<file path="config.mk">
export PLATFORM = sky130hd
export DESIGN_NAME = bus_activity_monitor
export DESIGN_NICKNAME = d
export VERILOG_FILES = /design/src/rtl/bus_monitor_pkg.sv /design/src/rtl/bus_activity_monitor_counter.sv /design/src/rtl/bus_activity_monitor.sv
export SDC_FILE = /design/constraint.sdc
export NUM_CORES = 1
export LEC_CHECK = 0
export ABC_CLOCK_PERIOD_IN_PS = 3000
export CAP_MARGIN = 10
export CORE_MARGIN = 1
export CORE_UTILIZATION = 54
export CTS_CLUSTER_DIAMETER = 50
export DETAILED_ROUTE_END_ITERATION = 10
export PLACE_DENSITY = 0.8
export SLEW_MARGIN = 0
export SYNTH_ARGS = -nofsm -noshare
export SYNTH_HDL_FRONTEND = slang
export SYNTH_SLANG_ARGS = --single-unit
</file>
<file path="constraint.sdc">
create_clock -name clock -period 3 [get_ports clock]
set_input_delay 0.6 -clock clock [delete_from_list [all_inputs] [get_ports clock]]
set_output_delay 0.6 -clock clock [all_outputs]
set_load 0.1 [all_outputs]
</file>
<file path="src/rtl/bus_monitor_pkg.sv">
// Shared definitions for the bus activity monitor: FSM encoding, sticky
// error bit positions and the default watchdog limit.
package bus_monitor_pkg;

  typedef enum logic {
    IDLE   = 1'b0,
    ACTIVE = 1'b1
  } state_t;

  localparam int ERR_TIMEOUT = 0;
  localparam int ERR_BUSERR  = 1;
  localparam int ERR_BEATS   = 2;
  localparam int ERR_REBEGIN = 3;

  localparam int TIMEOUT_CYCLES_DEFAULT = 1024;

endpackage

</file>
<file path="src/rtl/bus_activity_monitor_counter.sv">
// Generic free-running counter with synchronous clear (priority) and enable.
module bus_activity_monitor_counter #(
  parameter int WIDTH    = 16,
  parameter bit COUNT_UP = 1'b1
) (
  input  logic             clock,
  input  logic             reset,
  input  logic             enable,
  output logic [WIDTH-1:0] count
);

  // NOTE: sequential state is always written with non-blocking assignments so
  // every flop samples the pre-edge values of its neighbours.
  always_ff @(posedge clock) begin
    if (reset) begin
      count <= '0;
    end else if (enable) begin
      count <= COUNT_UP ? count + WIDTH'(1) : count - WIDTH'(1);
    end
  end

endmodule

</file>
<file path="src/rtl/bus_activity_monitor.sv">
// Watches the bus begin/end handshake, produces a registered busIdle for the
// profiler, counts beats and completed transactions, and flags anomalies.
module bus_activity_monitor
  import bus_monitor_pkg::*;
#(
  parameter int TIMEOUT_CYCLES = TIMEOUT_CYCLES_DEFAULT,
  parameter int COUNT_WIDTH    = 32
) (
  input  logic                   clock,
  input  logic                   reset,
  input  logic                   beginTransactionIn,
  input  logic                   endTransactionIn,
  input  logic                   dataValidIn,
  input  logic [7:0]             burstSizeIn,
  input  logic                   busErrorIn,
  input  logic                   clearErrorsIn,
  output logic                   busIdle,
  output logic [8:0]             beatCount,
  output logic [COUNT_WIDTH-1:0] transactionCount,
  output logic                   timeoutPulse,
  output logic [3:0]             errorFlags
);

  localparam logic [15:0] WATCHDOG_LAST = 16'(TIMEOUT_CYCLES - 1);
  localparam logic [8:0]  BEATS_MAX     = 9'd511;

  state_t      state, state_next;
  logic [15:0] watchdog;
  logic [8:0]  beats, beats_now, expected;
  logic        accept_begin, exit_end, exit_err, exit_timeout, exit_active;
  logic [3:0]  err_set;

  // Beat total including a beat transferred in the current cycle.
  assign beats_now = (dataValidIn && beats != BEATS_MAX) ? beats + 9'd1 : beats;

  // NOTE: every signal driven here gets a default first, so no path through
  // the case leaves a value unassigned and no latch is inferred.
  always_comb begin
    state_next   = state;
    accept_begin = 1'b0;
    exit_end     = 1'b0;
    exit_err     = 1'b0;
    exit_timeout = 1'b0;
    err_set      = '0;
    case (state)
      IDLE: begin
        if (beginTransactionIn) begin
          accept_begin = 1'b1;
          state_next   = ACTIVE;
        end
      end
      ACTIVE: begin
        if (beginTransactionIn) err_set[ERR_REBEGIN] = 1'b1;
        if (endTransactionIn) begin
          exit_end   = 1'b1;
          state_next = IDLE;
          if (beats_now != expected) err_set[ERR_BEATS] = 1'b1;
        end else if (busErrorIn) begin
          exit_err            = 1'b1;
          state_next          = IDLE;
          err_set[ERR_BUSERR] = 1'b1;
        end else if (watchdog == WATCHDOG_LAST) begin
          exit_timeout         = 1'b1;
          state_next           = IDLE;
          err_set[ERR_TIMEOUT] = 1'b1;
        end
      end
      default: state_next = IDLE;
    endcase
  end

  assign exit_active = exit_end | exit_err | exit_timeout;

  always_ff @(posedge clock) begin
    if (reset) state <= IDLE;
    else       state <= state_next;
  end

  // The state flop itself is the registered idle indication.
  assign busIdle = (state == IDLE);

  bus_activity_monitor_counter #(
    .WIDTH    (16),
    .COUNT_UP (1'b1)
  ) u_watchdog (
    .clock  (clock),
    .reset  (reset | exit_active | accept_begin),
    .enable (state == ACTIVE),
    .count  (watchdog)
  );

  always_ff @(posedge clock) begin
    if (reset) begin
      beats            <= '0;
      expected         <= '0;
      beatCount        <= '0;
      transactionCount <= '0;
      timeoutPulse     <= 1'b0;
      errorFlags       <= '0;
    end else begin
      timeoutPulse <= exit_timeout;
      if (accept_begin) begin
        expected <= {1'b0, burstSizeIn} + 9'd1;
        beats    <= '0;
      end else if (state == ACTIVE) begin
        beats <= beats_now;
      end
      if (exit_active) beatCount <= beats_now;
      if (exit_end) transactionCount <= transactionCount + COUNT_WIDTH'(1);
      // A bit being set in the same cycle as a clear survives the clear.
      errorFlags <= clearErrorsIn ? err_set : (errorFlags | err_set);
    end
  end

endmodule

</file>
==> run summary, run 1 <==
The run finished with clean final reports. The average vias per placed instance came out at 5.63. The gate count of the mapped netlist is 464.

The total leakage power came out at between 1.5 and 2 nW. The number of warning messages in the yosys log came out at 0. The sequential share of power came out at 0.501. Setup violations remaining at the end of the flow were counted as 0. CTS placed an instance of sky130_fd_sc_hd__clkbuf_8 at the clock tree root.

The peak supply drop came out at 0.000305 V. The die area is 7820 sq um. Headroom to the max-slew limit came out at 0.505. The die is ~90 um wide. The total wire length after detailed routing is approximately 8600 um. Routability-driven placement finished with a final weighted congestion of approximately 0.9. Once placement finished, the instance area stood at 4560 sq um.

The analysis attributes to net switching a power of between 500 and 600 uW. Of the cells placed in the final design, the portion with a size suffix greater than 1 is 0.177. The region available for standard cell placement spans 7250 sq um. In this run the mean area of a mapped cell was 8.70 sq um. For this run, the number of standard cells in the final layout without fillers is approximately 600. The fraction of registers with async set or reset after synthesis came out at 0.

In the final timing run, aggregate negative setup slack is 0 ns. For the worst setup path, the data required time is about 3.3 ns. Before antenna repair, the detailed router went through 4 iterations. The detailed-route via count is roughly 3500.

The power density over the cells is about 470 nW/um^2. The maximum clock skew at final layout came out at between 0.009 and 0.01 ns. The aggregate global-route resource usage came out at 0.232. The antenna diode instance count is 0. Setup repair after global routing left no endpoint under its margin.

The number of library cell types mapped by synthesis is between 50 and 60. The top-area cell type share of the netlist area is 0.402. By startpoint and endpoint, the worst setup path is classified as flop to flop. The number of global-route vias before repair came out at between 3000 and 4000. The number of max-slew violations in the final report came to 0. The die is between 80 and 90 um tall.

The power share of the clock group is 0.392. The number of failing hold endpoints at the final stage came to 0. TritonCTS built the clock tree. The mapped netlist covers 4040 sq um. The aggregate global routing overflow is 0. In the routed design, unresolved DRC markers number 0. Yosys attributes the largest share of cell area to sky130_fd_sc_hd__dfxtp_1 40%, sky130_fd_sc_hd__xnor2_1 7.6%, sky130_fd_sc_hd__nor2_1 7.2%.

The H-tree generated during clock tree synthesis spans 3 levels. Prior to clock tree synthesis, the placed netlist has a worst setup slack of 0.404 ns. The number of synthesized flops with an enable pin is 0. The total of buffers placed on input and output ports is 61.

After legalization and detailed placement, the total HPWL measured 6110 um. The post-layout net count came out at between 500 and 600. The detailed-route wire length per cell came out at 13.9 um. The arrival time at the worst endpoint came out at between 2 and 3 ns. The number of cell rows is 31.

Synthesis inferred ~80 register bits. In this run the worst path has a maximum fanout of 6. The min-delay analysis places its worst path in the category flop to flop. The internal portion of total power came out at approximately 1.7 mW. The number of antenna violations at the first check in global routing came out at 0. The fraction of power spent switching nets came out at 0.258. During I/O placement, the number of pins put on the boundary was 62.

The combinational group share of total power came out at 0.108. The maximum frequency from static timing analysis came out at around 420 MHz. The post-route standard cell area excluding fillers is 4780 sq um. Of all cell types, the one taking the most synthesized area is sky130_fd_sc_hd__dfxtp_1.

Sorting the synthesized cells by how often they occur yields 81 x sky130_fd_sc_hd__dfxtp_1, 77 x sky130_fd_sc_hd__nor2_1, 35 x sky130_fd_sc_hd__xnor2_1, 31 x sky130_fd_sc_hd__nand2_1, 27 x sky130_fd_sc_hd__xor2_1. For the pin with the worst max-slew slack, the measured transition is between 0.7 and 0.8 ns. The final worst setup slack came out at about 0.6 ns. Counting along the longest clock path gives a buffer depth of 2. The synthesis-to-finish area growth came out at 18.5%. The count of routing violations after the opening detailed-route iteration came out at approximately 150. Buffers inserted to repair hold after CTS numbered 0.

The worst setup path is launched from a flop. The post-CTS setup buffer count is 0. The type of destination of the critical path is a flop. The largest net degree at the start of global routing is between 50 and 60. Dividing the final minimum period by the clock period gives 0.800. The synthesized net count is roughly 480. The starting density of the core came out at 0.556. The clock latency on the worst-skew pair came out at about 0.35 ns. The number of sinks handled by clock tree synthesis came out at 81. The leading cell type by number of instances after synthesis is sky130_fd_sc_hd__dfxtp_1. The total clock buffers created by CTS came out at 9. The number of gates resized after CTS was 0. The share of synthesized area occupied by flip-flops and latches is 0.402. The first global-routing pass estimated 14300 um of wire. The shortest period the worst path allows came out at 2.40 ns. The residual antenna-violating net count after detailed routing came out at 0. The number of max-cap violations came out at 0.

The layout filler cell count is 625. After detailed placement, the design holds a cell count of 603. Clock-pin slew was measured on the worst setup and hold paths at approximately 0.080 ns. For this run, the leading register cell type out of synthesis is sky130_fd_sc_hd__dfxtp_1.
[worst max-delay path, cell delays in order, from the launching register on]
cell and delay (ns):
sky130_fd_sc_hd__dfxtp_1 0.39, sky130_fd_sc_hd__ha_1 0.27, sky130_fd_sc_hd__nand3_1 0.09, sky130_fd_sc_hd__nor2_1 0.04, sky130_fd_sc_hd__ha_1 0.21, sky130_fd_sc_hd__nand4b_1 0.24, sky130_fd_sc_hd__nor3_1 0.47, sky130_fd_sc_hd__xnor2_1 0.17
sky130_fd_sc_hd__o2111ai_1 0.11, sky130_fd_sc_hd__o31a_1 0.31
[metrics by stage]
stage / util / total power [mW] / hold WS, ns
after floorplan: - / 1.32 / 0.453
after global placement: 0.629 / 1.38 / 0.468
after detailed placement: 0.629 / 1.38 / 0.481
after CTS: 0.659 / 2.25 / 0.493
after global routing: 0.659 / 2.31 / 0.509
final: 0.659 / 2.23 / 0.491
[final timing paths]
check,endpoint,startpoint,cells after the start,slack [ns]
worst max-delay path,errorFlags[2],beats[0],9,0.60
worst min-delay path,errorFlags[0],errorFlags[0],2,0.49
worst max register to register,errorFlags[2],beats[0],9,0.60
worst min register to register,errorFlags[0],errorFlags[0],2,0.49
[cells by family after synthesis]
family,after synthesis,synth area share
AND/OR/NAND/NOR,210,0.286
flip-flops,81,0.402
AO/OA/AOI/OAI,63,0.106
XOR/XNOR,62,0.135
buffers and inverters,37,0.0412
multiplexers,6,0.0155
adder cells (fa/ha/maj),5,0.0155
[placed cells by master, fill, tap and decap left out, types with 3 or more instances in the layout]
cell / Yosys / routed
sky130_fd_sc_hd__inv_1: 10 / 10
sky130_fd_sc_hd__nand3_1: 23 / 23
sky130_fd_sc_hd__nor2_1: 77 / 77
sky130_fd_sc_hd__ha_1: 5 / 5
sky130_fd_sc_hd__xnor2_1: 35 / 35
sky130_fd_sc_hd__and4_1: 7 / 7
sky130_fd_sc_hd__clkdlybuf4s50_1: 0 / 13
sky130_fd_sc_hd__clkbuf_8: 0 / 10
sky130_fd_sc_hd__mux2i_1: 4 / 4
sky130_fd_sc_hd__nor4_2: 11 / 11
sky130_fd_sc_hd__nor3_1: 5 / 5
sky130_fd_sc_hd__nor4_1: 3 / 3
sky130_fd_sc_hd__dfxtp_1: 81 / 81
sky130_fd_sc_hd__buf_4: 2 / 53
sky130_fd_sc_hd__nand2b_1: 4 / 4
sky130_fd_sc_hd__nor2b_1: 6 / 6
sky130_fd_sc_hd__a211oi_1: 5 / 5
sky130_fd_sc_hd__nand4_1: 16 / 16
sky130_fd_sc_hd__or3_1: 9 / 9
sky130_fd_sc_hd__a21oi_1: 22 / 22
sky130_fd_sc_hd__a311oi_1: 11 / 11
sky130_fd_sc_hd__xor2_1: 27 / 27
sky130_fd_sc_hd__nand2_1: 31 / 31
sky130_fd_sc_hd__and3_1: 3 / 3
sky130_fd_sc_hd__o21ai_0: 9 / 9
[sequential cells by signal (all words and copies together) (netlist names)]
name,flops
transactionCount,32
beats,9
u_watchdog.count,16
state,1
timeoutPulse,1
errorFlags,4
expected,9
beatCount,9
[area by class of cell]
class | instances | area (sq um) | share of cell area
inverters | 10 | 37.5 | 0.00785
well taps | 99 | 124 | 0.0259
repair buffers | 67 | 533 | 0.111
flip-flops and latches | 81 | 1620 | 0.339
clock inverters | 5 | 80.1 | 0.0167
clock buffers | 10 | 138 | 0.0288
multi-input cells | 346 | 2250 | 0.470
[metal layers]
metal  GRT usage  vias up  routed length, um  share of wire
met1       0.319     1631               4110           0.48
met2       0.360       91               3910           0.46
met5           0        -                  0              0
li1            -     1737                  -              -
met3      0.0299       20                302          0.035
met4       0.113        0                253          0.030
[power groups by stage]
stage,clock network [mW],registers (mW),logic [mW]
2_1_floorplan,0,1.21,0.110
3_3_place_gp,0,1.14,0.239
3_5_place_dp,0,1.14,0.239
4_1_cts,0.890,1.12,0.241
5_1_grt,0.936,1.12,0.257
6_report,0.874,1.12,0.240
Power figures use the tool's default switching activity.
==> run 2: changes to the inputs <==
Settings changed: ABC_CLOCK_PERIOD_IN_PS 3000 to 2100, CORE_UTILIZATION 54 to 49, PLACE_DENSITY 0.8 to 0.76.
Clock period 3 ns to 2.1 ns, I/O delays scaled along.
==> run summary, run 2 (same netlist as run 1, synthesis figures left out) <==
The count of placed standard cells including taps is between 600 and 700. The total wire length after detailed routing is between 9000 and 10000 um. The number of max-cap violations is 0.

The synthesis-to-finish area growth came out at 29.1%. The shortest period the worst path allows came out at roughly 2.1 ns. The number of antenna diodes in the final layout is 0. In the layout the commonest cells are 83 x sky130_fd_sc_hd__buf_4, 75 x sky130_fd_sc_hd__nor2_1, 54 x sky130_fd_sc_hd__dfxtp_1, 35 x sky130_fd_sc_hd__xnor2_1, 31 x sky130_fd_sc_hd__nand2_1. The detailed-route DRC error count came out at 0. The relative slew slack came out at 0.698. The fraction of layout instances using a drive strength above 1 is 0.291. The type of destination of the critical path is a flop. The post-cts hold buffer count came out at 0. The number of cell rows came out at 32.

The post-layout net count came out at ~570. The HPWL after detailed placement is ~7000 um. The switching power is between 800 and 900 uW. In this run, the number of DRC markers left after iteration 0 of detailed routing was 124.

The arrival time at the worst endpoint came out at 2.30 ns. Dividing the detail-routed wire length by the instance count gives roughly 15 um. At the pin with the least slew margin, the transition time is ~0.45 ns. The aggregate global-route resource usage came out at 0.234. The power share of the clock group came out at 0.411. The total of buffers placed on input and output ports came out at 61. The maximum clock skew at final layout came out at between 0.009 and 0.01 ns.

The detailed-route via count is ~3500. For hold timing, the worst endpoint is transactionCount[24]. The peak supply drop is 0.000486 V. More flip-flops sit in one register than any other, and that register is transactionCount.

The internal portion of total power is ~2.5 mW. The number of antenna violations at the first check in global routing is 0. The number of top-level design ports came out at 62. The endpoint required time on the critical path is between 2 and 2.5 ns. Power spread over the standard cell area amounts to ~640 nW/um^2. The total chip power is around 3.3 mW. The placed cell area is approximately 5000 sq um.

The average vias per placed instance came out at approximately 5.4. The chip height came out at approximately 90 um. The worst hold path begins at reset. TritonCTS built the clock tree. In this run the critical register-to-register path is captured at errorFlags[2]. The core footprint is 7850 sq um. The number of max-slew violations in the final report came to 0. In this run the worst hold path is classified as primary input to flop.

The aggregate negative setup slack is 0 ns. The total overflow left after global routing is 0. The largest registers in the layout are transactionCount (32), u_watchdog.count (16). The final clock period utilization by the worst path is 0.985.

In this run, CTS created clock tree buffers numbering 9. The most common cell after layout, fill and taps aside is sky130_fd_sc_hd__buf_4. The x dimension of the die is 92.8 um. The layout filler cell count is 690.

The kind of critical path is flop to flop. Once layout is complete, the cells apart from fillers number 656. The critical path starts at beats[1]. The H-tree generated during clock tree synthesis spans 3 levels. The number of failing hold endpoints at the final stage is 0.

The number of sinks handled by clock tree synthesis is between 80 and 90. The clock latency on the worst-skew pair came out at 0.36 ns. The flow ran to the end, and the final reports show no timing, DRC or antenna violations. The die covers about 8600 sq um. The maximum number of buffers from clock root to sink came out at 2.

The startpoint of the worst register-to-register path is beats[1]. For this design the static power due to leakage is 1.87 nW. The number of flip-flops under the largest register name came out at 32. At the end of routability-driven placement, the weighted congestion stood at ~0.93. The clock slew seen by the registers of the worst setup and hold paths came out at roughly 0.080 ns. Clock tree synthesis selected as its root buffer the cell sky130_fd_sc_hd__clkbuf_8. Setup repair after global routing could not meet its margin everywhere. The number of global-route vias before repair was 3427.

Counting cells, the worst reg-to-reg path comes to 9. STA classifies the critical path startpoint as a flop. Summing all multi-input logic gate instances after layout gives ~2300 sq um.

The register cell area after layout is roughly 1700 sq um. The worst hold path stage count came out at 2. The global-route wire length before repair came out at 16000 um. The post-route standard cell area excluding fillers came out at around 5200 sq um. The starting density of the core is 0.514.

The combinational group share of total power came out at 0.113. The number of optimization iterations in the first detailed-route pass came out at 4. The sequential share of power is 0.476. The largest net degree at the start of global routing is 34. The fraction of power spent switching nets came out at 0.252.

For this run, the top clock speed supported by timing is approximately 480 MHz. The number of setup violations in the final report came out at 0. The largest fanout on the critical path is 4. In this run the remaining antenna-violating nets after routing total 0. For flop-to-flop paths, the worst setup slack is 0.03 ns.
==> run 2: cell type report <==
cell class              count  share of cell area
inverters                  10             0.00720
clock buffers              13              0.0346
multi-input cells         346               0.441
well taps                 102              0.0245
flip-flops and latches     81               0.319
clock inverters             3              0.0132
repair buffers            101               0.161
==> run 2: how the worst max path moves through the flow <==
stage / endpoint / slack [ns] / cells after the start
6_report: errorFlags[2] / 0.03 / 9
5_1_grt: errorFlags[2] / -0.09 / 9
4_1_cts: errorFlags[2] / 0.02 / 9
3_5_place_dp: errorFlags[2] / -0.14 / 6
3_3_place_gp: errorFlags[2] / -0.07 / 6
2_1_floorplan: errorFlags[2] / 0.01 / 9
==> run 2: per-layer routing <==
metal,GRT usage,share of wire,wire (um),up-vias
met5,0,0,0,-
met4,0.0808,0.022,212,0
met3,0.0681,0.054,519,16
met2,0.382,0.47,4580,84
met1,0.292,0.45,4350,1642
li1,-,-,-,1805
==> run 2: worst max-delay path: stages, from the launching register on <==
cell	delay (ns)
sky130_fd_sc_hd__dfxtp_2	0.34
sky130_fd_sc_hd__ha_4	0.16
sky130_fd_sc_hd__nand3_2	0.07
sky130_fd_sc_hd__nor2_2	0.05
sky130_fd_sc_hd__ha_4	0.18
sky130_fd_sc_hd__nand4b_1	0.28
sky130_fd_sc_hd__nor3_2	0.28
sky130_fd_sc_hd__xnor2_1	0.15
sky130_fd_sc_hd__o2111ai_1	0.12
sky130_fd_sc_hd__o31a_1	0.32
==> run 2: power groups by stage <==
| stage | sequential, mW | clock, mW | combinational (mW) |
|---|---|---|---|
| 2_1_floorplan | 1.72 | 0 | 0.157 |
| 3_3_place_gp | 1.63 | 0 | 0.369 |
| 3_5_place_dp | 1.63 | 0 | 0.374 |
| 4_1_cts | 1.59 | 1.41 | 0.378 |
| 5_1_grt | 1.60 | 1.49 | 0.406 |
| 6_report | 1.59 | 1.38 | 0.377 |
==> run 2: through the flow <==
| stage | setup WS (ns) | hold slack (ns) | util |
|---|---|---|---|
| 6_report | 0.0319 | 0.373 | 0.664 |
| 2_1_floorplan | 0.0141 | 0.453 | - |
| 4_1_cts | 0.0155 | 0.368 | 0.658 |
| 5_1_grt | -0.0896 | 0.372 | 0.664 |
| 3_3_place_gp | -0.0685 | 0.468 | 0.625 |
| 3_5_place_dp | -0.141 | 0.474 | 0.625 |
==> run 2: what timing repair did <==
item,CTS,global route
setup endpoints to repair,1,4
pin swaps,1,7
resized for setup,5,9
setup buffers,0,1
==> run 3: changes to the inputs <==
Settings changed: PLACE_DENSITY 0.76 to 0.77, SYNTH_HIERARCHICAL set to 1.
==> run summary, run 3 <==
The flow ran to the end, but the final reports show violations. The final reports fail on setup timing. The dominant register cell in the synthesized netlist is sky130_fd_sc_hd__dfxtp_1. The worst hold path begins at reset. The power density over the cells came out at about 600 nW/um^2. The cell taking the most area after synthesis is sky130_fd_sc_hd__dfxtp_1. The synthesis-to-finish area growth is 30.3%. The gate count of the mapped netlist came out at around 450. The number of cell rows is 32.

The maximum level of the CTS H-tree is 3. The detailed-route DRC error count came out at 0. TritonCTS built the clock tree. In this run, the number of DRC markers left after iteration 0 of detailed routing was 230. The first global-routing pass estimated 16200 um of wire. The die is ~90 um wide.

The maximum clock skew at final layout came out at 0.0155 ns. The minimum setup slack after placement is -0.161 ns. The aggregate global-route resource usage came out at 0.243. The worst-case IR drop observed on VDD is 0.000337 V.

Setup repair after global routing could not meet its margin everywhere. The type of destination of the critical path is a flop. Of the post-synthesis cell area, the dominant cell type holds 0.409. The cell at the root of the clock tree is sky130_fd_sc_hd__clkbuf_8. The maximum single-stage delay on the critical path came out at about 0.47 ns. The largest net degree at the start of global routing came out at 33. The number of failing hold endpoints at the final stage was 0. The worst register-to-register path has a depth of 10. The number of nets in the synthesized netlist is around 470.

The worst setup path is of the flop to flop kind. Among cell families on the critical path, the largest total delay comes from simple AND/OR/NAND/NOR gates. Clock tree synthesis found a total of 81 sinks. Setup violations remaining at the end of the flow were counted as 1. In this run the count of I/O pins placed on the die edge is 62. The wire length on met2 is 4600 um. The cell area after technology mapping is a little under 4000 sq um. The number of antenna violations at the first check in global routing came out at 0.

STA classifies the critical path startpoint as a flop. The clock latency on the worst-skew pair came out at 0.36 ns. Once detail routing completed, the nets flagged for antenna violations numbered 0.

The relative slew slack is 0.660. The largest fanout on the critical path came out at 3. The total clock buffers created by CTS came out at 9. The HPWL after detailed placement came out at ~7000 um. The worst hold path belongs to the class primary input to flop. Leaving out fill and tap cells, the most frequent cells in the layout are 87 x sky130_fd_sc_hd__buf_4, 71 x sky130_fd_sc_hd__nor2_1, 56 x sky130_fd_sc_hd__dfxtp_1, 35 x sky130_fd_sc_hd__xor2_1, 32 x sky130_fd_sc_hd__nand2_1. The number of flip-flops under the largest register name came out at 32. Ranked by flip-flop count, first place goes to transactionCount.

The number of global-route vias before repair came out at around 3400. The total of flip-flops plus latches after synthesis came out at 81. The shortest period the worst path allows came out at 2.13 ns.

The total wire length after detailed routing came out at about 9500 um. The number of optimization iterations in the first detailed-route pass is 4. For the worst setup path, the data required time is 2.35 ns. The aggregate global routing overflow is 0.

The critical path goes through ha_4 > nand3_2 > nor3_2 > ha_2 > nor2b_1 > buf_4 > or4_1 > a21oi_1 > nand4_1 > o31a_1. The weighted congestion at the end of routability-driven global placement came out at 0.943. The die is 92.0 um tall.

The slowest stage of the critical path is the sky130_fd_sc_hd__or4_1 cell. The share of synthesized area occupied by flip-flops and latches is 0.409. The routed metal-1 wirelength came out at approximately 4400 um. The end-of-flow core utilization is 0.666. The worst register-to-register path begins at beats[1]. The library cell used most frequently in the layout, excluding fill and tap cells, is sky130_fd_sc_hd__buf_4. After detailed routing, the number of vias per cell comes to around 5.4. The fraction of registers with async set or reset after synthesis came out at 0.

The fraction of layout instances using a drive strength above 1 is 0.286. The post-CTS setup buffer count is 0. The arrival time at the worst endpoint came out at between 2 and 2.5 ns. The number of max-slew violations in the final report is 0. The final clock period utilization by the worst path is 1.02.

The post-layout net count is approximately 570. Among all cell types in the netlist, the one instantiated most often is sky130_fd_sc_hd__dfxtp_1. The clock slew seen by the registers of the worst setup and hold paths came out at approximately 0.080 ns. The longest clock path from root to sink contains 2 buffers. The post-cts hold buffer count came out at 0. By area the synthesized netlist is led by sky130_fd_sc_hd__dfxtp_1 41%, sky130_fd_sc_hd__xor2_1 7.7%, sky130_fd_sc_hd__nor2_1 6.7%. The mean post-synth cell area came out at 8.74 sq um.

The die covers about 8500 sq um. Routed signal wires occupy layers up through met4. The starting density of the core came out at 0.511. The maximum frequency from static timing analysis came out at approximately 470 MHz. The worst hold path stage count is 3.

The number of warning messages in the yosys log is 6. In this run the critical register-to-register path is captured at errorFlags[2]. The detailed-route wire length per cell is approximately 15 um. The number of buffers and inverters on the critical path is 1. The total of buffers placed on input and output ports came out at 61. The transition time at the pin with the least slew margin came out at around 0.51 ns. The number of library cell types mapped by synthesis came out at between 50 and 60. The core footprint is 7770 sq um. The number of synthesized flops with an enable pin is 0. The largest registers in the layout are transactionCount (32), u_watchdog/count (16). The final worst setup slack is -0.0320 ns.

The setup check on the worst reg-to-reg path leaves a slack of -0.03 ns. By count the netlist is led by 81 x sky130_fd_sc_hd__dfxtp_1, 71 x sky130_fd_sc_hd__nor2_1, 35 x sky130_fd_sc_hd__xor2_1, 33 x sky130_fd_sc_hd__nand2_1, 28 x sky130_fd_sc_hd__xnor2_1. The layout filler cell count is between 600 and 700. The total leakage power is between 2 and 2.5 nW. For this block, the via count after detailed routing is 3527. The wire length on met3 is around 430 um. The number of max-cap violations is 0.

The antenna diode instance count came out at 0. The hold path endpoint is beatCount[0].
## run 3: worst register-to-register path: cells and delay by family (launching register included)
family | cells | cell delay (ns)
AO/OA/AOI/OAI | 2 | 0.38
adder cells (fa/ha/maj) | 2 | 0.35
buffers and inverters | 1 | 0.14
flip-flops | 1 | 0.36
AND/OR/NAND/NOR | 5 | 0.80
## run 3: worst max-delay path by stage
stage / start / to / slack (ns) / cells past startpoint
finish: beats[1] / errorFlags[2] / -0.03 / 10
global route: beats[1] / errorFlags[2] / -0.12 / 10
CTS: beats[1] / errorFlags[2] / -0.03 / 10
detailed placement: dataValidIn / errorFlags[2] / -0.16 / 7
global placement: dataValidIn / errorFlags[2] / -0.16 / 7
floorplan: transactionCount[23] / transactionCount[31] / -0.06 / 5
## run 3: logic make-up after synthesis
logic type,Yosys count,synth area share
muxes,14,0.0363
AOI/OAI and AO/OA,50,0.0820
xor gates and xnor gates,63,0.139
DFF,81,0.409
and+or+nand+nor,210,0.288
adders and majority gates,5,0.0158
buffers and inverters,31,0.0300
## run 3: layout make-up
cell class	count	area, sq um	share of cell area
repair buffers	102	808	0.156
flip-flops and latches	81	1660	0.321
multi-input cells	342	2290	0.444
clock buffers	11	174	0.0336
well taps	102	128	0.0247
clock inverters	4	55.1	0.0106
inverters	13	52.6	0.0102
## run 3: routing by layer
layer,vias to the layer above,GRT usage
li1,1768,-
met1,1668,0.318
met2,81,0.397
met3,10,0.0456
met4,0,0.0898
met5,-,0
## run 3: timing repair
item | in CTS | in global routing
setup endpoints to repair | 1 | 18
resized for setup | 2 | 5
pin swaps | 2 | 1
## run 3: where the power goes
group,internal (mW),total (mW),switching [mW]
sequential,1.55,1.58,0.0269
clock,0.696,1.29,0.593
combinational,0.105,0.260,0.155
total,2.35,3.13,0.775
## run 3: through the flow
step,setup TNS [ns],hold slack [ns],cell area [sq um],power (mW),std cells
after CTS,-0.0293,0.407,5150,3.14,655
after global routing,-0.189,0.407,5170,3.25,655
after floorplan,-0.121,0.444,4070,1.77,454
final,-0.0320,0.408,5170,3.13,655
after global placement,-0.225,0.466,4920,1.87,640
after detailed placement,-0.174,0.483,4920,1.87,640
